### config.mk
export PLATFORM = sky130hd
export DESIGN_NAME = axis_packet_arbiter
export DESIGN_NICKNAME = d
export VERILOG_FILES = /design/src/rtl/axis_arb_pkg.sv /design/src/rtl/axis_reg_slice.sv /design/src/rtl/axis_packet_arbiter.sv
export SDC_FILE = /design/constraint.sdc
export NUM_CORES = 1
export LEC_CHECK = 0
export ABC_AREA = 1
export CAP_MARGIN = 20
export CORE_ASPECT_RATIO = 1.4
export CORE_MARGIN = 4
export CORE_UTILIZATION = 35
export CTS_CLUSTER_DIAMETER = 50
export DETAILED_ROUTE_END_ITERATION = 10
export GPL_TIMING_DRIVEN = 0
export PLACE_DENSITY = 0.78
export SETUP_SLACK_MARGIN = 0.1
export SYNTH_ARGS = -nofsm -noshare
export SYNTH_HDL_FRONTEND = slang
export SYNTH_SLANG_ARGS = --single-unit
### constraint.sdc
create_clock -name ACLK -period 2.4 [get_ports ACLK]
set_input_delay 0.24 -clock ACLK [delete_from_list [all_inputs] [get_ports ACLK]]
set_output_delay 0.24 -clock ACLK [all_outputs]
set_load 0.005 [all_outputs]
### src/rtl/axis_arb_pkg.sv
// rtl/axis_arb_pkg.sv - shared types and round-robin helper for axis_packet_arbiter
//
// Contents:
//   arbState_t - arbiter state (IDLE, LOCKED)
//   TID_WIDTH  - width of the source index carried on m_axis_tid / grant_idx
//   MAX_SRC    - largest supported number of slave ports
//   rrPick_t   - result of a round-robin search (found flag + index)
//   rrNext     - first eligible source after lastGrant, wrapping at numSrc
package axis_arb_pkg;

    typedef enum logic {
        IDLE   = 1'b0,
        LOCKED = 1'b1
    } arbState_t;

    localparam int TID_WIDTH = 3;
    localparam int MAX_SRC   = 8;

    typedef struct packed {
        logic                 found;
        logic [TID_WIDTH-1:0] idx;
    } rrPick_t;

    // Walks the candidates from farthest to nearest so the nearest eligible
    // source after lastGrant is the one left in pick.
    function automatic rrPick_t rrNext(
        input logic [MAX_SRC-1:0]   eligible,
        input logic [TID_WIDTH-1:0] lastGrant,
        input int                   numSrc
    );
        rrPick_t pick;
        int      cand;
        pick = '0;
        for (int k = MAX_SRC; k >= 1; k--) begin
            if (k <= numSrc) begin
                cand = int'(lastGrant) + k;
                if (cand >= numSrc) begin
                    cand = cand - numSrc;
                end
                if (eligible[3'(cand)]) begin
                    pick.found = 1'b1;
                    pick.idx   = TID_WIDTH'(cand);
                end
            end
        end
        return pick;
    endfunction

endpackage

### src/rtl/axis_reg_slice.sv
// rtl/axis_reg_slice.sv - one-entry registered pipeline stage for a stream payload
//
// Ports:
//   ACLK, ARESETN         clock, asynchronous active-low reset
//   sTvalid/sTready/sTdata  upstream handshake and payload
//   mTvalid/mTready/mTdata  registered downstream handshake and payload
module axis_reg_slice #(
    parameter int WIDTH = 8
) (
    input  logic             ACLK,
    input  logic             ARESETN,
    input  logic             sTvalid,
    output logic             sTready,
    input  logic [WIDTH-1:0] sTdata,
    output logic             mTvalid,
    input  logic             mTready,
    output logic [WIDTH-1:0] mTdata
);

    // Accept whenever the register is empty or is being drained this cycle.
    assign sTready = !mTvalid || mTready;

    always_ff @(posedge ACLK or negedge ARESETN) begin
        if (!ARESETN) begin
            mTvalid <= 1'b0;
            mTdata  <= '0;
        end else if (sTvalid && sTready) begin
            mTvalid <= 1'b1;
            mTdata  <= sTdata;
        end else if (mTready) begin
            mTvalid <= 1'b0;
        end
    end

endmodule

### src/rtl/axis_packet_arbiter.sv
// rtl/axis_packet_arbiter.sv - packet-atomic round-robin AXI4-Stream arbiter
//
// Ports:
//   ACLK, ARESETN              clock, asynchronous active-low reset
//   src_enable                 per-source arbitration enable mask
//   s_axis_*                   NUM_SRC flattened slave streams, source i at slice i
//   m_axis_*                   registered merged master stream, m_axis_tid = source
//   busy                       high while a packet grant is held
//   grant_idx                  current or most recent granted source
module axis_packet_arbiter
    import axis_arb_pkg::*;
#(
    parameter int NUM_SRC    = 4,
    parameter int DATA_WIDTH = 32,
    parameter int USER_WIDTH = 8
) (
    input  logic                             ACLK,
    input  logic                             ARESETN,
    input  logic [NUM_SRC-1:0]               src_enable,
    input  logic [NUM_SRC-1:0]               s_axis_tvalid,
    output logic [NUM_SRC-1:0]               s_axis_tready,
    input  logic [NUM_SRC*DATA_WIDTH-1:0]    s_axis_tdata,
    input  logic [NUM_SRC*DATA_WIDTH/8-1:0]  s_axis_tstrb,
    input  logic [NUM_SRC*DATA_WIDTH/8-1:0]  s_axis_tkeep,
    input  logic [NUM_SRC*USER_WIDTH-1:0]    s_axis_tuser,
    input  logic [NUM_SRC-1:0]               s_axis_tlast,
    output logic                             m_axis_tvalid,
    input  logic                             m_axis_tready,
    output logic [DATA_WIDTH-1:0]            m_axis_tdata,
    output logic [DATA_WIDTH/8-1:0]          m_axis_tstrb,
    output logic [DATA_WIDTH/8-1:0]          m_axis_tkeep,
    output logic [USER_WIDTH-1:0]            m_axis_tuser,
    output logic                             m_axis_tlast,
    output logic [TID_WIDTH-1:0]             m_axis_tid,
    output logic                             busy,
    output logic [TID_WIDTH-1:0]             grant_idx
);

    localparam int KEEP_WIDTH    = DATA_WIDTH / 8;
    localparam int PAYLOAD_WIDTH = TID_WIDTH + 1 + USER_WIDTH + 2 * KEEP_WIDTH + DATA_WIDTH;

    arbState_t                state, stateNext;
    logic [TID_WIDTH-1:0]     grantIdx, lastGrant;
    logic [MAX_SRC-1:0]       eligible;
    rrPick_t                  pick;
    logic                     doGrant, accept, sliceReady;
    logic                     selValid, selLast;
    logic [DATA_WIDTH-1:0]    selData;
    logic [KEEP_WIDTH-1:0]    selStrb, selKeep;
    logic [USER_WIDTH-1:0]    selUser;
    logic [PAYLOAD_WIDTH-1:0] slicePayloadIn, slicePayloadOut;

    assign eligible = MAX_SRC'(s_axis_tvalid & src_enable);
    assign pick     = rrNext(eligible, lastGrant, NUM_SRC);

    // Only the granted source is ever selected, so other payloads never reach the slice.
    always_comb begin : sourceMux
        selValid = 1'b0;
        selLast  = 1'b0;
        selData  = '0;
        selStrb  = '0;
        selKeep  = '0;
        selUser  = '0;
        for (int i = 0; i < NUM_SRC; i++) begin
            if (grantIdx == TID_WIDTH'(i)) begin
                selValid = s_axis_tvalid[i];
                selLast  = s_axis_tlast[i];
                selData  = s_axis_tdata[i*DATA_WIDTH +: DATA_WIDTH];
                selStrb  = s_axis_tstrb[i*KEEP_WIDTH +: KEEP_WIDTH];
                selKeep  = s_axis_tkeep[i*KEEP_WIDTH +: KEEP_WIDTH];
                selUser  = s_axis_tuser[i*USER_WIDTH +: USER_WIDTH];
            end
        end
    end

    always_comb begin : fsmNext
        stateNext     = state;
        doGrant       = 1'b0;
        accept        = 1'b0;
        s_axis_tready = '0;
        case (state)
            IDLE: begin
                if (pick.found) begin
                    doGrant   = 1'b1;
                    stateNext = LOCKED;
                end
            end
            LOCKED: begin
                for (int i = 0; i < NUM_SRC; i++) begin
                    if (grantIdx == TID_WIDTH'(i)) begin
                        s_axis_tready[i] = sliceReady;
                    end
                end
                accept = selValid && sliceReady;
                // Grant is only released by the last beat; a stalled source holds it forever.
                if (accept && selLast) begin
                    stateNext = IDLE;
                end
            end
            default: stateNext = IDLE;
        endcase
    end

    always_ff @(posedge ACLK or negedge ARESETN) begin : fsmState
        if (!ARESETN) begin
            state <= IDLE;
        end else begin
            state <= stateNext;
        end
    end

    always_ff @(posedge ACLK or negedge ARESETN) begin : grantRegs
        if (!ARESETN) begin
            grantIdx  <= '0;
            lastGrant <= TID_WIDTH'(NUM_SRC - 1);
        end else begin
            if (doGrant) begin
                grantIdx <= pick.idx;
            end
            if (accept && selLast) begin
                lastGrant <= grantIdx;
            end
        end
    end

    assign slicePayloadIn = {grantIdx, selLast, selUser, selKeep, selStrb, selData};

    axis_reg_slice #(
        .WIDTH(PAYLOAD_WIDTH)
    ) outSlice (
        .ACLK    (ACLK),
        .ARESETN (ARESETN),
        .sTvalid (accept),
        .sTready (sliceReady),
        .sTdata  (slicePayloadIn),
        .mTvalid (m_axis_tvalid),
        .mTready (m_axis_tready),
        .mTdata  (slicePayloadOut)
    );

    assign {m_axis_tid, m_axis_tlast, m_axis_tuser, m_axis_tkeep, m_axis_tstrb, m_axis_tdata} = slicePayloadOut;

    assign busy      = (state == LOCKED);
    assign grant_idx = grantIdx;

endmodule

## Word level (Yosys, flattened, before mapping)

Index checks and enable logic that the tools add are counted.

- Register bits: 60
- Latch bits: 0
- RAM bits: 0
- Memory bits (read-only): 0
- Output and inout port bits: 61
- Logic and storage cells: 90
- Memories kept: 0

- Add/subtract/negate cells: 8
- Multiply operators: 0
- Div/mod/pow operators: 0
- Magnitude comparators: 8
- Equality and inequality tests: 3
- Shifts and indexed selects: 0
- Mux-type cells: 56
- Bitwise logic cells: 2
- Reduce and logical (&&, ||, !) cells: 8

Operators with widths:

| operator | number |
|---|---|
| two-way mux 32 bit | 4 |
| two-way mux 4 bit | 13 |
| two-way mux 8 bit | 4 |
| two-way mux 1 bit | 26 |
| < comparator 3 x 5 -> 1 bit (second input constant) | 4 |
| >= comparator 4 x 3 -> 1 bit (second input constant) | 4 |
| binary-select mux 1 bit (select 3 bit) | 4 |
| two-way mux 3 bit | 4 |
| subtractor 3 bit (second input constant) | 4 |
| adder 3 x 2 -> 4 bit (second input constant) | 2 |
| == test 3 x 2 -> 1 bit (second input constant) | 2 |
| adder 3 x 1 -> 4 bit (second input constant) | 1 |
| adder 3 x 3 -> 4 bit (second input constant) | 1 |
| AND 4 bit | 1 |
| logical AND 1 bit | 4 |
| == test 3 x 1 -> 1 bit (second input constant) | 1 |
| zero test 3 bit | 1 |
| case mux 1 bit (2 select lines) | 1 |
| nonzero test 2 bit | 1 |
| zero test 1 bit | 1 |
| logical OR 1 bit | 1 |
| inverter 1 bit | 1 |

## Logic depth before layout (Yosys ltp)

- Word-level depth: 12
- Gate-level depth with buffers: 12
- Mapped depth without buffers: 11

## Modules after synthesis

From an unflattened synthesis, not the netlist that was laid out.

- Cell total of the unflattened synthesis: 596
- Area total of the unflattened synthesis: 3896.2 um2

By module, submodules not included:

| module | instances | cells an instance | area an instance (um2) |
|---|---|---|---|
| axis_reg_slice | 1 | 229 | 2144.6 |
| axis_packet_arbiter | 1 | 367 | 1751.7 |

## Worst setup path after synthesis

OpenSTA, ideal clock, no wires.

- Kind: register to register
- Start point: register lastGrant[0]
- End point: register grantIdx[1] (netlist: grant_idx[1])
- Library setup time: 0.117 ns
- Arrival time: 1.757 ns
- Slack: 0.526 ns
- Stages on the path, launching flop included: 13
- Buffers on the path: 1
- Cells stage by stage: dfstp_2 buf_6 inv_1 ha_1 inv_1 nand3_1 nand3_1 nand2_1 nor2_1 nor2_1 inv_1 nand2_1 nand2_1

- Cells in the longest elaborated chain, start to end: 12

Ends and longest elaborated chain:

| element | RTL line | source |
|---|---|---|
| start, declared | axis_packet_arbiter.sv:43 | `logic [TID_WIDTH-1:0] grantIdx, lastGrant;` |
| start signal, assigned | axis_packet_arbiter.sv:115 | `lastGrant <= TID_WIDTH'(NUM_SRC - 1);` |
| start signal, assigned | axis_packet_arbiter.sv:121 | `lastGrant <= grantIdx;` |
| adder 3 x 3 -> 4 bit | axis_arb_pkg.sv:36 | `cand = int'(lastGrant) + k;` |
| >= comparator 4 x 3 -> 1 bit / subtractor 3 bit (equally long branches) | axis_arb_pkg.sv:37, axis_arb_pkg.sv:38 |  |
| two-way mux 3 bit | axis_arb_pkg.sv:37 | `if (cand >= numSrc) begin` |
| binary-select mux 1 bit (select 3 bit) | axis_arb_pkg.sv:40 | `if (eligible[3'(cand)]) begin` |
| two-way mux 1 bit (implied by the code) (2 in a row) | axis_arb_pkg.sv:40 |  |
| two-way mux 4 bit (3 in a row) | axis_arb_pkg.sv:40 |  |
| two-way mux 4 bit (*) | axis_arb_pkg.sv:40 |  |
| two-way mux 1 bit | axis_packet_arbiter.sv:83 | `if (pick.found) begin` |
| two-way mux 1 bit | axis_packet_arbiter.sv:81 | `case (state)` |
| end signal, assigned | axis_packet_arbiter.sv:118 | `grantIdx <= pick.idx;` |
| end, declared | axis_packet_arbiter.sv:43 |  |

Every way passes the cells marked *; elsewhere a longest branch is shown, timed or not. The select of a mux whose other input is x is not followed.
A chain may end at the register's enable or synchronous reset.

## Worst setup path in the final report

- Start point: register grantIdx[0] (netlist: grant_idx[0])
- End point: output port s_axis_tready[1]

- Cells in the longest elaborated chain, start to end: 3

Ends and longest elaborated chain:

| element | RTL line | source |
|---|---|---|
| == test 3 x 1 -> 1 bit | axis_packet_arbiter.sv:90 | `if (grantIdx == TID_WIDTH'(i)) begin` |
| two-way mux 1 bit | axis_packet_arbiter.sv:90 |  |
| two-way mux 4 bit | axis_packet_arbiter.sv:81 |  |
| end, declared | axis_packet_arbiter.sv:21 | `output logic [NUM_SRC-1:0] s_axis_tready,` |

No other way between the ends.

==> metrics.cfg <==
[routing]
via_per_inst=5.225
post-route-drc-count=0
routedWlPerCell_um=17.99
via_count=4943
met3_length_um=1356
drt_iter0_markers=244
met1_length_um=6207
wl_met2_um=8988
dr.pass1.iters=5
maxUsedRoutingLayer=met4
drt-total-wl_um=17020
drtAntennaViolNets=0

[power_and_ir_drop]
powerDensity_nw_per_um2=398.4
irDropWorstVdd_uv=402.6
leakage_nw=2.939

[sta]
min_period_ns=2.224
worst_pin_slew_ns=0.6395
setup_ws_ns=0.1762
hold_viol=0
fin_worst_skew_ns=0.004848
fin_crit_sh=0.9266
slew_violations=0
setup_viol=0
fmax_ghz=0.4497
max_slew_margin=0.5737
rsz0062_at_grt=yes

[global_routing]
grt_pass1_vias=4981
grt-ovfl-total=0
grt_use_total=0.2698
grt_max_degree=42
grt_pass1_wl_um=25410
antenna_found_initial=0

[cells_and_area]
area_growth_pct=85.43
seq_area_um2=1504
design_area_um2=6944
nFillCells=903
multi_input_area_um2=1934
finalNetCount=1012
drive_above_1_share=0.07550
antenna_cells=0

[synth]
ys_seq_area_frac=0.4016
yosys-mux-area-fraction=0
synth_most_common_cell=nand2_1
synthSimpleGateAreaFrac=0.3358
synth_nets=732
synth_compound_area_frac=0.1727
synth_cell_types=24
synth_common_cells=nand2_1, nand3_1, dfrtp_1
syn_avg_cell_area_um2=7.160
synth_top_family_by_area=simple AND/OR/NAND/NOR gates
ys_warn_count=0
synth_top_cell_area_share=0.3876
yosysTopAreaCell=dfrtp_1
synth-xor-area-share=0
synth_edf_count=0
synthAdderAreaFrac=0.006682
async_flop_share=1.000
netlist_area_um2=3745
synthTopCellsByArea=dfrtp_1, nand2_1, nand3_1
ys_ff_latch=60
ys.flop_type=dfrtp_1
synthCells=523

[die]
core_area_um2=10410
dieArea_um2=12440
io_pins=268
initial_core_util=0.3599
num_rows=44
die_w_um=95.42
die_height_um=130.4

[setup_path]
crit_path_top_delay_cell=clkdlybuf4s50_1
r2r_setup_slack_ns=0.31
critPathMaxFanout=10
cp.required_ns=2.16
cp_top_family=buffers and inverters
cp-start-kind=flip-flop
endpoint_kind=output port
r2r_cells=12
criticalPathCategory=reg -> out
r2r-start=lastGrant[0]$_DFFE_PN1P_
path_cells=buf_4 > inv_2 > buf_2 > nor3_1 > clkdlybuf4s50_1
cp_data_arrival_time_ns=1.98
r2r_end=grant_idx[1]$_DFFE_PN0P_
critical_path_buf_inv_count=4
max_stage_delay_ns=0.55

[run_status]
status=complete, no violations

[cts]
cts_root_buf=clkbuf_16
clock_latency_ns=0.33
numCtsBuffers=9
clkSlewWorstSetupHoldPaths_ns=0.05
h-tree-depth=3
cts.sinks=60
ctsLongestPathBuffers=2
tritoncts=built

[placement]
placed_cell_area_um2=6605
dp_hpwl_um=13780
place.gp.congestion=0.9319
pre_cts_slack_ns=0.2171
port_buffers=267

[hold_path]
hold_path_class=in -> async

[job]
cap_violations=0

## how the worst max path moves through the flow
stage                             start                               to  slack (ns)  cells after the start
2_1_floorplan  lastGrant[0]$_DFFE_PN1P_         grant_idx[1]$_DFFE_PN0P_        0.53                     12
3_3_place_gp                    ARESETN  outSlice.mTdata[51]$_DFFE_PN0P_       -0.83                      1
3_5_place_dp              m_axis_tready                 s_axis_tready[2]        0.22                      6
4_1_cts        grant_idx[0]$_DFFE_PN0P_                 s_axis_tready[1]        0.11                      5
5_1_grt        grant_idx[0]$_DFFE_PN0P_                 s_axis_tready[1]        0.04                      5
6_report       grant_idx[0]$_DFFE_PN0P_                 s_axis_tready[1]        0.18                      5
## layout by cell type, fill, tap and decap left out, types with 3 or more instances in the layout
| master | instances |
|---|---|
| clkbuf_1 | 11 |
| a21oi_1 | 29 |
| nor3_1 | 3 |
| buf_4 | 6 |
| nand2_1 | 178 |
| inv_1 | 12 |
| o21ai_0 | 16 |
| o21ai_1 | 40 |
| clkdlybuf4s50_1 | 266 |
| clkbuf_8 | 4 |
| nor2_4 | 3 |
| a221oi_1 | 22 |
| clkbuf_16 | 9 |
| buf_6 | 7 |
| buf_2 | 16 |
| nand3_1 | 96 |
| inv_2 | 5 |
| dfrtp_1 | 58 |
| nor2_1 | 9 |
## sequential cells by signal, indices dropped and copies added (netlist names)
| register | cells |
|---|---|
| busy | 1 |
| grant_idx | 3 |
| lastGrant | 3 |
| outSlice.mTdata | 52 |
| outSlice.mTvalid | 1 |
## repair_timing
action | CTS | global route
hold buffers | 1 | 0
gates resized for setup | 1 | 3
endpoints found under the hold margin | 19 | 0
endpoints found under the setup margin | 1 | 5
setup buffers | 0 | 0
## worst reg2reg max path, cell delays in order, from the launching register on
cell,delay [ns]
dfstp_2,0.54
buf_6,0.13
inv_1,0.10
ha_1,0.36
inv_1,0.08
nand3_1,0.10
nand3_1,0.15
nand2_1,0.10
nor2_1,0.06
nor2_2,0.16
inv_1,0.08
nand2_1,0.06
nand2_1,0.06
## cells by family after synthesis
logic type | Yosys count
compound gates | 109
fa+ha+maj | 2
buf+inv | 58
flops | 60
simple gates | 294
## metrics by stage
step / setup TNS (ns) / power (mW) / hold WS [ns] / std cells / utilization
global placement: -47.95 / 1.405 / 0.4538 / 928 / 0.6334
detailed placement: 0 / 1.414 / 0.2246 / 929 / 0.6348
floorplan: 0 / 1.040 / -0.05559 / 523 / -
finish: 0 / 2.767 / 0.4092 / 946 / 0.6674
global route: 0 / 2.870 / 0.4636 / 946 / 0.6674
CTS: 0 / 2.793 / 0.4184 / 946 / 0.6669
## report_power, final
part	switching, mW	leakage, nW	internal, mW
combinational	0.0835	1.97	0.300
clock	0.453	0.158	0.914
sequential	0.000928	0.815	1.01
## final cells by class
class,count,area share
Buffer,41,0.03586
Clock buffer,13,0.04036
Timing Repair Buffer,269,0.3885
Sequential cell,60,0.2166
Tap cell,138,0.02486
Clock inverter,3,0.006126
Inverter,17,0.009189
Multi-Input combinational cell,405,0.2786
## per-layer routing
metal | vias up | GRT usage
li1 | 2352 | -
met1 | 2318 | 0.2988
met2 | 239 | 0.4977
met3 | 34 | 0.06586
met4 | 0 | 0.09213
met5 | - | 0
Note: power is estimated with default switching activity, not from simulation.
